### config.mk
export PLATFORM = sky130hd
export DESIGN_NAME = seg_scan_decoder
export DESIGN_NICKNAME = d
export VERILOG_FILES = /design/src/rtl/seg_scan_decoder.sv
export SDC_FILE = /design/constraint.sdc
export NUM_CORES = 1
export LEC_CHECK = 0
export CAP_MARGIN = 20
export CORE_MARGIN = 8
export CORE_UTILIZATION = 45
export CTS_BUF_LIST = sky130_fd_sc_hd__clkbuf_2
export DETAILED_ROUTE_END_ITERATION = 7
export PLACE_DENSITY_LB_ADDON = 0.08
export SLEW_MARGIN = 40
export SYNTH_ARGS = -nofsm -noshare
export SYNTH_HDL_FRONTEND = slang
export SYNTH_SLANG_ARGS = --single-unit
### constraint.sdc
create_clock -name clk -period 3.7 [get_ports clk]
set_clock_uncertainty 0.2 [all_clocks]
set_input_delay 0.74 -clock clk [delete_from_list [all_inputs] [get_ports clk]]
set_output_delay 0.74 -clock clk [all_outputs]
set_load 0.03 [all_outputs]
### src/rtl/seg_scan_decoder.sv
// Monitors a multiplexed 7-segment scan bus. Each digit must be stable before it is decoded back to BCD.
// Once all four positions have been seen, the digits are committed together as one mm:ss frame.
module seg_scan_decoder #(
    parameter int STABLE_CYCLES  = 4,
    parameter int TIMEOUT        = 65535,
    parameter bit SEG_ACTIVE_LOW = 1'b1,
    parameter bit SEL_ACTIVE_LOW = 1'b1
) (
    input  logic       clk,
    input  logic       rst_n,
    input  logic [7:0] shape,
    input  logic [3:0] choose_light_sig,
    output logic [3:0] mX,
    output logic [3:0] mU,
    output logic [3:0] sX,
    output logic [3:0] sU,
    output logic [3:0] dp,
    output logic       frame_valid,
    output logic       seg_err,
    output logic       sel_err,
    output logic       stale
);

    localparam int CW = (STABLE_CYCLES > 2) ? $clog2(STABLE_CYCLES) : 1;
    localparam int TW = $clog2(TIMEOUT + 1);
    localparam logic [CW-1:0] CNT_MAX  = CW'(STABLE_CYCLES - 1);
    localparam logic [TW-1:0] TO_MAX   = TW'(TIMEOUT);
    localparam logic [11:0]   POL_MASK = {{4{SEL_ACTIVE_LOW}}, {8{SEG_ACTIVE_LOW}}};

    typedef enum logic [1:0] {ST_SETTLE, ST_CAPTURE, ST_HOLD} state_t;

    state_t          state_q, state_d;
    logic [11:0]     sync1_q, sync2_q, prev_q;
    logic [11:0]     sample_n;
    logic [CW-1:0]   cnt_q, cnt_d;
    logic [TW-1:0]   timeout_q, timeout_d;
    logic [15:0]     shadow_val_q, shadow_val_d;
    logic [3:0]      shadow_dp_q, shadow_dp_d;
    logic [3:0]      mask_q, mask_d;
    logic [15:0]     digits_q, digits_d;
    logic [3:0]      dp_q, dp_d;
    logic            frame_valid_q, frame_valid_d;
    logic            seg_err_q, seg_err_d;
    logic            sel_err_q, sel_err_d;
    logic            stale_q, stale_d;
    logic            changed, commit, sel_onehot;
    logic [3:0]      cap_sel;
    logic [7:0]      cap_seg;
    logic [4:0]      dec;

    // Returns {error, value}; a blank digit decodes to F without error.
    function automatic logic [4:0] decode(input logic [6:0] s);
        case (s)
            7'h3F:   decode = 5'h00;
            7'h06:   decode = 5'h01;
            7'h5B:   decode = 5'h02;
            7'h4F:   decode = 5'h03;
            7'h66:   decode = 5'h04;
            7'h6D:   decode = 5'h05;
            7'h7D:   decode = 5'h06;
            7'h07:   decode = 5'h07;
            7'h7F:   decode = 5'h08;
            7'h6F:   decode = 5'h09;
            7'h00:   decode = 5'h0F;
            default: decode = 5'h1E;
        endcase
    endfunction

    assign sample_n   = sync2_q ^ POL_MASK;
    assign changed    = (sample_n != prev_q);
    // The capture cycle uses the previous sample, which still holds the stable value even if the pins have just moved.
    assign cap_sel    = prev_q[11:8];
    assign cap_seg    = prev_q[7:0];
    assign sel_onehot = (cap_sel != 4'd0) && ((cap_sel & (cap_sel - 4'd1)) == 4'd0);
    assign dec        = decode(cap_seg[6:0]);

    always_comb begin
        cnt_d   = changed ? '0 : ((cnt_q == CNT_MAX) ? cnt_q : cnt_q + CW'(1));
        state_d = state_q;
        case (state_q)
            ST_SETTLE:  if (!changed && cnt_d == CNT_MAX) state_d = ST_CAPTURE;
            ST_CAPTURE: state_d = changed ? ST_SETTLE : ST_HOLD;
            ST_HOLD:    if (changed) state_d = ST_SETTLE;
            default:    state_d = ST_SETTLE;
        endcase
    end

    always_comb begin
        mask_d        = mask_q;
        shadow_val_d  = shadow_val_q;
        shadow_dp_d   = shadow_dp_q;
        digits_d      = digits_q;
        dp_d          = dp_q;
        frame_valid_d = 1'b0;
        seg_err_d     = 1'b0;
        sel_err_d     = 1'b0;
        commit        = 1'b0;
        if (state_q == ST_CAPTURE && cap_sel != 4'd0) begin
            if (!sel_onehot) begin
                sel_err_d = 1'b1;
            end else begin
                seg_err_d = dec[4];
                for (int i = 0; i < 4; i++) begin
                    if (cap_sel[i]) begin
                        shadow_val_d[i*4 +: 4] = dec[3:0];
                        shadow_dp_d[i]         = cap_seg[7];
                    end
                end
                mask_d = mask_q | cap_sel;
                if (mask_d == 4'hF) begin
                    commit        = 1'b1;
                    digits_d      = shadow_val_d;
                    dp_d          = shadow_dp_d;
                    mask_d        = 4'd0;
                    frame_valid_d = 1'b1;
                end
            end
        end
        timeout_d = commit ? '0 : ((timeout_q == TO_MAX) ? timeout_q : timeout_q + TW'(1));
        stale_d   = commit ? 1'b0 : (stale_q || (timeout_d == TO_MAX));
    end

    always_ff @(posedge clk or negedge rst_n) begin
        if (!rst_n) begin
            sync1_q       <= POL_MASK;
            sync2_q       <= POL_MASK;
            prev_q        <= '0;
            state_q       <= ST_SETTLE;
            cnt_q         <= '0;
            timeout_q     <= '0;
            shadow_val_q  <= '0;
            shadow_dp_q   <= '0;
            mask_q        <= '0;
            digits_q      <= '0;
            dp_q          <= '0;
            frame_valid_q <= 1'b0;
            seg_err_q     <= 1'b0;
            sel_err_q     <= 1'b0;
            stale_q       <= 1'b1;
        end else begin
            sync1_q       <= {choose_light_sig, shape};
            sync2_q       <= sync1_q;
            prev_q        <= sample_n;
            state_q       <= state_d;
            cnt_q         <= cnt_d;
            timeout_q     <= timeout_d;
            shadow_val_q  <= shadow_val_d;
            shadow_dp_q   <= shadow_dp_d;
            mask_q        <= mask_d;
            digits_q      <= digits_d;
            dp_q          <= dp_d;
            frame_valid_q <= frame_valid_d;
            seg_err_q     <= seg_err_d;
            sel_err_q     <= sel_err_d;
            stale_q       <= stale_d;
        end
    end

    assign mX          = digits_q[15:12];
    assign mU          = digits_q[11:8];
    assign sX          = digits_q[7:4];
    assign sU          = digits_q[3:0];
    assign dp          = dp_q;
    assign frame_valid = frame_valid_q;
    assign seg_err     = seg_err_q;
    assign sel_err     = sel_err_q;
    assign stale       = stale_q;

endmodule

* Word-level counts from Yosys, hierarchy flattened
Index checks and enable logic that the tools add are counted.
** Word-level totals
- Logic and storage cells :: 79
- Register bits after elaboration :: 104
** Operators by class
- Mux-type cells :: 26
- Bitwise logic cells :: 3
- Reduce and logical (&&, ||, !) cells :: 12
- Eq/ne operators :: 20
- $add $sub $neg :: 3
** Operator list (number)
- $pmux 5 s11 :: 1
- $eq 7x7->1 const B :: 7
- $eq 16x16->1 const B :: 2
- $mux 16 :: 2
- $mux 4 :: 5
- $add 16x1->16 const B :: 1
- $eq 7x3->1 const B :: 2
- $mux 1 :: 12
- $ne 12x12->1 :: 1
- $not 12->12 :: 1
- $mux 2 :: 5
- $eq 7x6->1 const B :: 1
- $logic_not 7->1 :: 1
- $eq 2x2->1 const B :: 3
- $pmux 2 s3 :: 1
- $and 4x4->4 :: 1
- $eq 4x4->1 const B :: 1
- $logic_not 4->1 :: 1
- $ne 2x2->1 const B :: 2
- $or 4x4->4 :: 1
- $reduce_and 2->1 :: 2
- $reduce_bool 4->1 :: 1
- $sub 4x1->4 const B :: 1
- $logic_and 1x1->1 :: 3
- 6 further kinds :: 6

* Longest topological paths before layout
- Depth in word-level cells :: 10
- Mapped depth :: 8
- Depth with buffers taken out :: 8

* Worst setup path after synthesis
No wires, ideal clock.
- Path kind :: register -> register
- From :: register timeout_q[0]
- To :: register stale_q, in the netlist stale
- Library setup time :: 0.061 ns
- Cell stages (with the launch flop) :: 9
- Period minus slack after synthesis :: 2.601 ns
- Setup slack :: 1.099 ns
- Arrival :: 2.340 ns
- Cells stage by stage :: dfrtp_1 -> ha_1 -> buf_4 -> nand4_4 -> nor4_4 -> a22oi_1 -> or4_1 -> a2111oi_2 -> a22o_1
** Between the ends
- Longest elaborated chain between the ends :: 6
** Ends and longest elaborated chain
- start: declaration :: line 36 : logic [TW-1:0] timeout_q, timeout_d;
- start signal: assignment :: line 146 : timeout_q <= timeout_d;
- $add 16x1->16 or $eq 16x16->1 (tied branches) :: line 119 : timeout_d = commit ? '0 : ((timeout_q == TO_MAX) ? timeout_q : timeout_q + TW'(1));
- $mux 16 * (2 in series) :: line 119
- $eq 16x16->1 * :: line 120 : stale_d = commit ? 1'b0 : (stale_q || (timeout_d == TO_MAX));
- $logic_or 1x1->1 * :: line 120
- $mux 1 * :: line 120
- via stale_d :: line 45 : logic stale_q, stale_d;
- end signal: assignment :: line 155 : stale_q <= stale_d;
- end: declaration :: line 45
The timed path passes the listed nets; every way through them passes the cells marked *.
A chain may end at the register's enable or synchronous reset.

* Worst setup path after layout
- From :: register timeout_q[1]
- To :: register stale_q, in the netlist stale
Same word-level chain as after synthesis.

==> summary.txt <==
Final net count -> 456
First-pass GRT wire length -> 15,500 µm
Vias in the first global route -> 2,989
Slew at the pin closest to its max-slew limit -> 0.675 ns
Synth async-reset ratio -> 1.00
Initial DRC count -> 186
Dpl ws -> 0.793 ns
Pwr Total -> 1.80 mW
Global-route usage over all layers -> 0.146
Antenna violations before repair -> 0
Deepest clock path buffer count -> 2
Post-synthesis sequential area ratio -> 0.581
Antenna-violating nets left -> 0
Ant diodes -> 0
Post-synthesis cell type count -> 56
Synth Register Bits -> 104
Max Cap Viol -> 0
Critical Path AT -> 3.26 ns
Largest net degree at the start of global routing -> 64
Number of synthesized flops with an enable pin -> 0
P_leak -> 2.25 nW
Num CTS Buffers -> 9
Crit end category -> register
Top FF cell, synth -> dfrtp_1
GP Congestion -> 0.853
Synth warn -> 0
Root Buffer -> clkbuf_2
Syn nets -> 423
Outcome -> finished, final reports clean
Die area -> 13,600 µm²
Relative slew slack -> 0.547
Worst min path class -> register to register
PD cells -> 352 nW/µm²
Die outline width -> 116 µm
WL final -> 9150 µm
Dpl hpwl -> 6380 µm
Most common cell in the netlist -> dfrtp_1
Clk_lat worst skew -> 0.55 ns
Gate Count Post-Synth -> 408
Setup total negative slack -> 0 ns
Endpoints failing setup -> 0
Htree depth -> 3
Worst setup margin -> 0.705 ns
Post-synthesis cell area -> 4540 µm²
Worst Path Required -> 3.96 ns
Die Span Y -> 116 µm
Syn-to-layout area delta -> 12.9%
Share of cells above drive strength 1 -> 0.164
Initial core utilization -> 0.464
Vias post-DR -> 3,103
Peak supply drop -> 192 µV
Vias per inst -> 5.36
Most frequent cells after synthesis -> dfrtp_1 (79), nor2_1 (42), dfstp_2 (25), nand2_1 (25), inv_1 (24)
FMAX -> 334 MHz
RSZ-0062 raised after global routing -> false
Final Hold Viols -> 0
Final slew viol count -> 0
Crit-path max FO -> 10
Core Area -> 9770 µm²
Global route overflow -> 0
Top cells by area, synth -> dfrtp_1 (44%), dfstp_2 (14%), mux2_2 (4.2%)
First-pass detailed-route iteration total -> 4
Placed cell area -> 5000 µm²
Residual DRC -> 0
Finished Cell Area -> 5120 µm²
CTS tree -> built
Largest area contributor in the netlist -> dfrtp_1
Port Buffers -> 37
Post-CTS Setup Inserts -> 0
CTS Sinks -> 104
Top-area cell type share of the netlist area -> 0.436
Avg WL per Cell -> 15.8 µm
Period minus WS final -> 2.99 ns
Layout fillers -> 909
Core Rows -> 36
Crit start category -> register
Crit share post-route -> 0.809
WS Path Type -> register to register
Clk slew on worst S/H paths -> 0.26 ns
Area of the multi-input gates -> 1680 µm²
Avg Cell Area, Syn -> 11.1 µm²
Reg area -> 2630 µm²
IO Count -> 38
[critical path, cell delays in order, from the launching register on]
cell,delay [ns]
dfrtp_1,0.51
ha_1,0.42
nand4_4,0.21
nor4_4,0.31
buf_4,0.21
a22oi_1,0.11
or4_1,0.43
a2111oi_2,0.33
a22o_1,0.19
[path summary, 6_finish.rpt]
check / slack [ns] / from / to / cells past startpoint
min in group asynchronous: 0.46 / rst_n / timeout_q[13] / 2
min: 0.16 / sync1_q[1] / sync2_q[1] / 0
max: 0.71 / timeout_q[1] / stale / 8
max in group asynchronous: 2.05 / rst_n / sync2_q[9] / 3
min reg2reg: 0.16 / sync1_q[1] / sync2_q[1] / 0
max reg2reg: 0.71 / timeout_q[1] / stale / 8
[through the flow]
stage | std cells | hold slack [ns] | util
global placement | 562 | 0.145 | 0.511
global route | 579 | 0.153 | 0.524
finish | 579 | 0.163 | 0.524
detailed placement | 562 | 0.147 | 0.511
CTS | 579 | 0.159 | 0.524
floorplan | 408 | 0.145 | -
[timing repair]
action                    in CTS  in global routing
hold endpoints to repair      20                  0
hold buffers                   1                  0
resized for setup              0                  0
[logic make-up (layout without fill, tap and decap cells)]
kind of cell | count (synthesis) | count (layout) | synth area share
buf+inv | 46 | 84 | 0.0488
flops | 104 | 104 | 0.581
mux | 29 | 29 | 0.0687
xor+xnor | 20 | 20 | 0.0386
compound gates | 80 | 80 | 0.111
fa+ha+maj | 2 | 2 | 0.00496
simple gates | 127 | 127 | 0.147
[power breakdown]
group	internal, mW	switching, mW
logic	0.0383	0.0444
registers	1.17	0.0289
clock network	0.162	0.361
[cell type report]
cell class	count	area share
clock buffer	11	0.0108
timing repair buffer	44	0.0850
inverter	24	0.0176
sequential	104	0.514
tap	133	0.0325
clock inverter	5	0.0112
multi-input combinational	258	0.328
[state kept, by name (all words and copies together) (netlist names)]
register / flops
sync2_q: 12
dp: 4
state_q: 2
mask_q: 4
sel_err: 1
timeout_q: 16
shadow_val_q: 16
shadow_dp_q: 4
sync1_q: 12
prev_q: 12
stale: 1
digits_q: 16
seg_err: 1
cnt_q: 2
frame_valid: 1
[layer usage]
metal,track usage,routed length [µm]
met4,0.0501,119
met5,0,0
met2,0.220,4070
met3,0.0243,462
met1,0.208,4500
[cells in the final DEF, fill, tap and decap left out, drive strengths merged, types with 10 or more instances in the layout]
| master | n |
|---|---|
| a21oi | 22 |
| nand2 | 25 |
| clkdlybuf4s50 | 36 |
| mux2i | 12 |
| dfrtp | 79 |
| inv | 25 |
| nor2 | 42 |
| o21ai | 23 |
| mux2 | 17 |
| nor3 | 10 |
| dfstp | 25 |
| xnor2 | 17 |
| nand3 | 14 |
| clkbuf | 11 |
No activity file was read; power rests on OpenSTA's default activity.
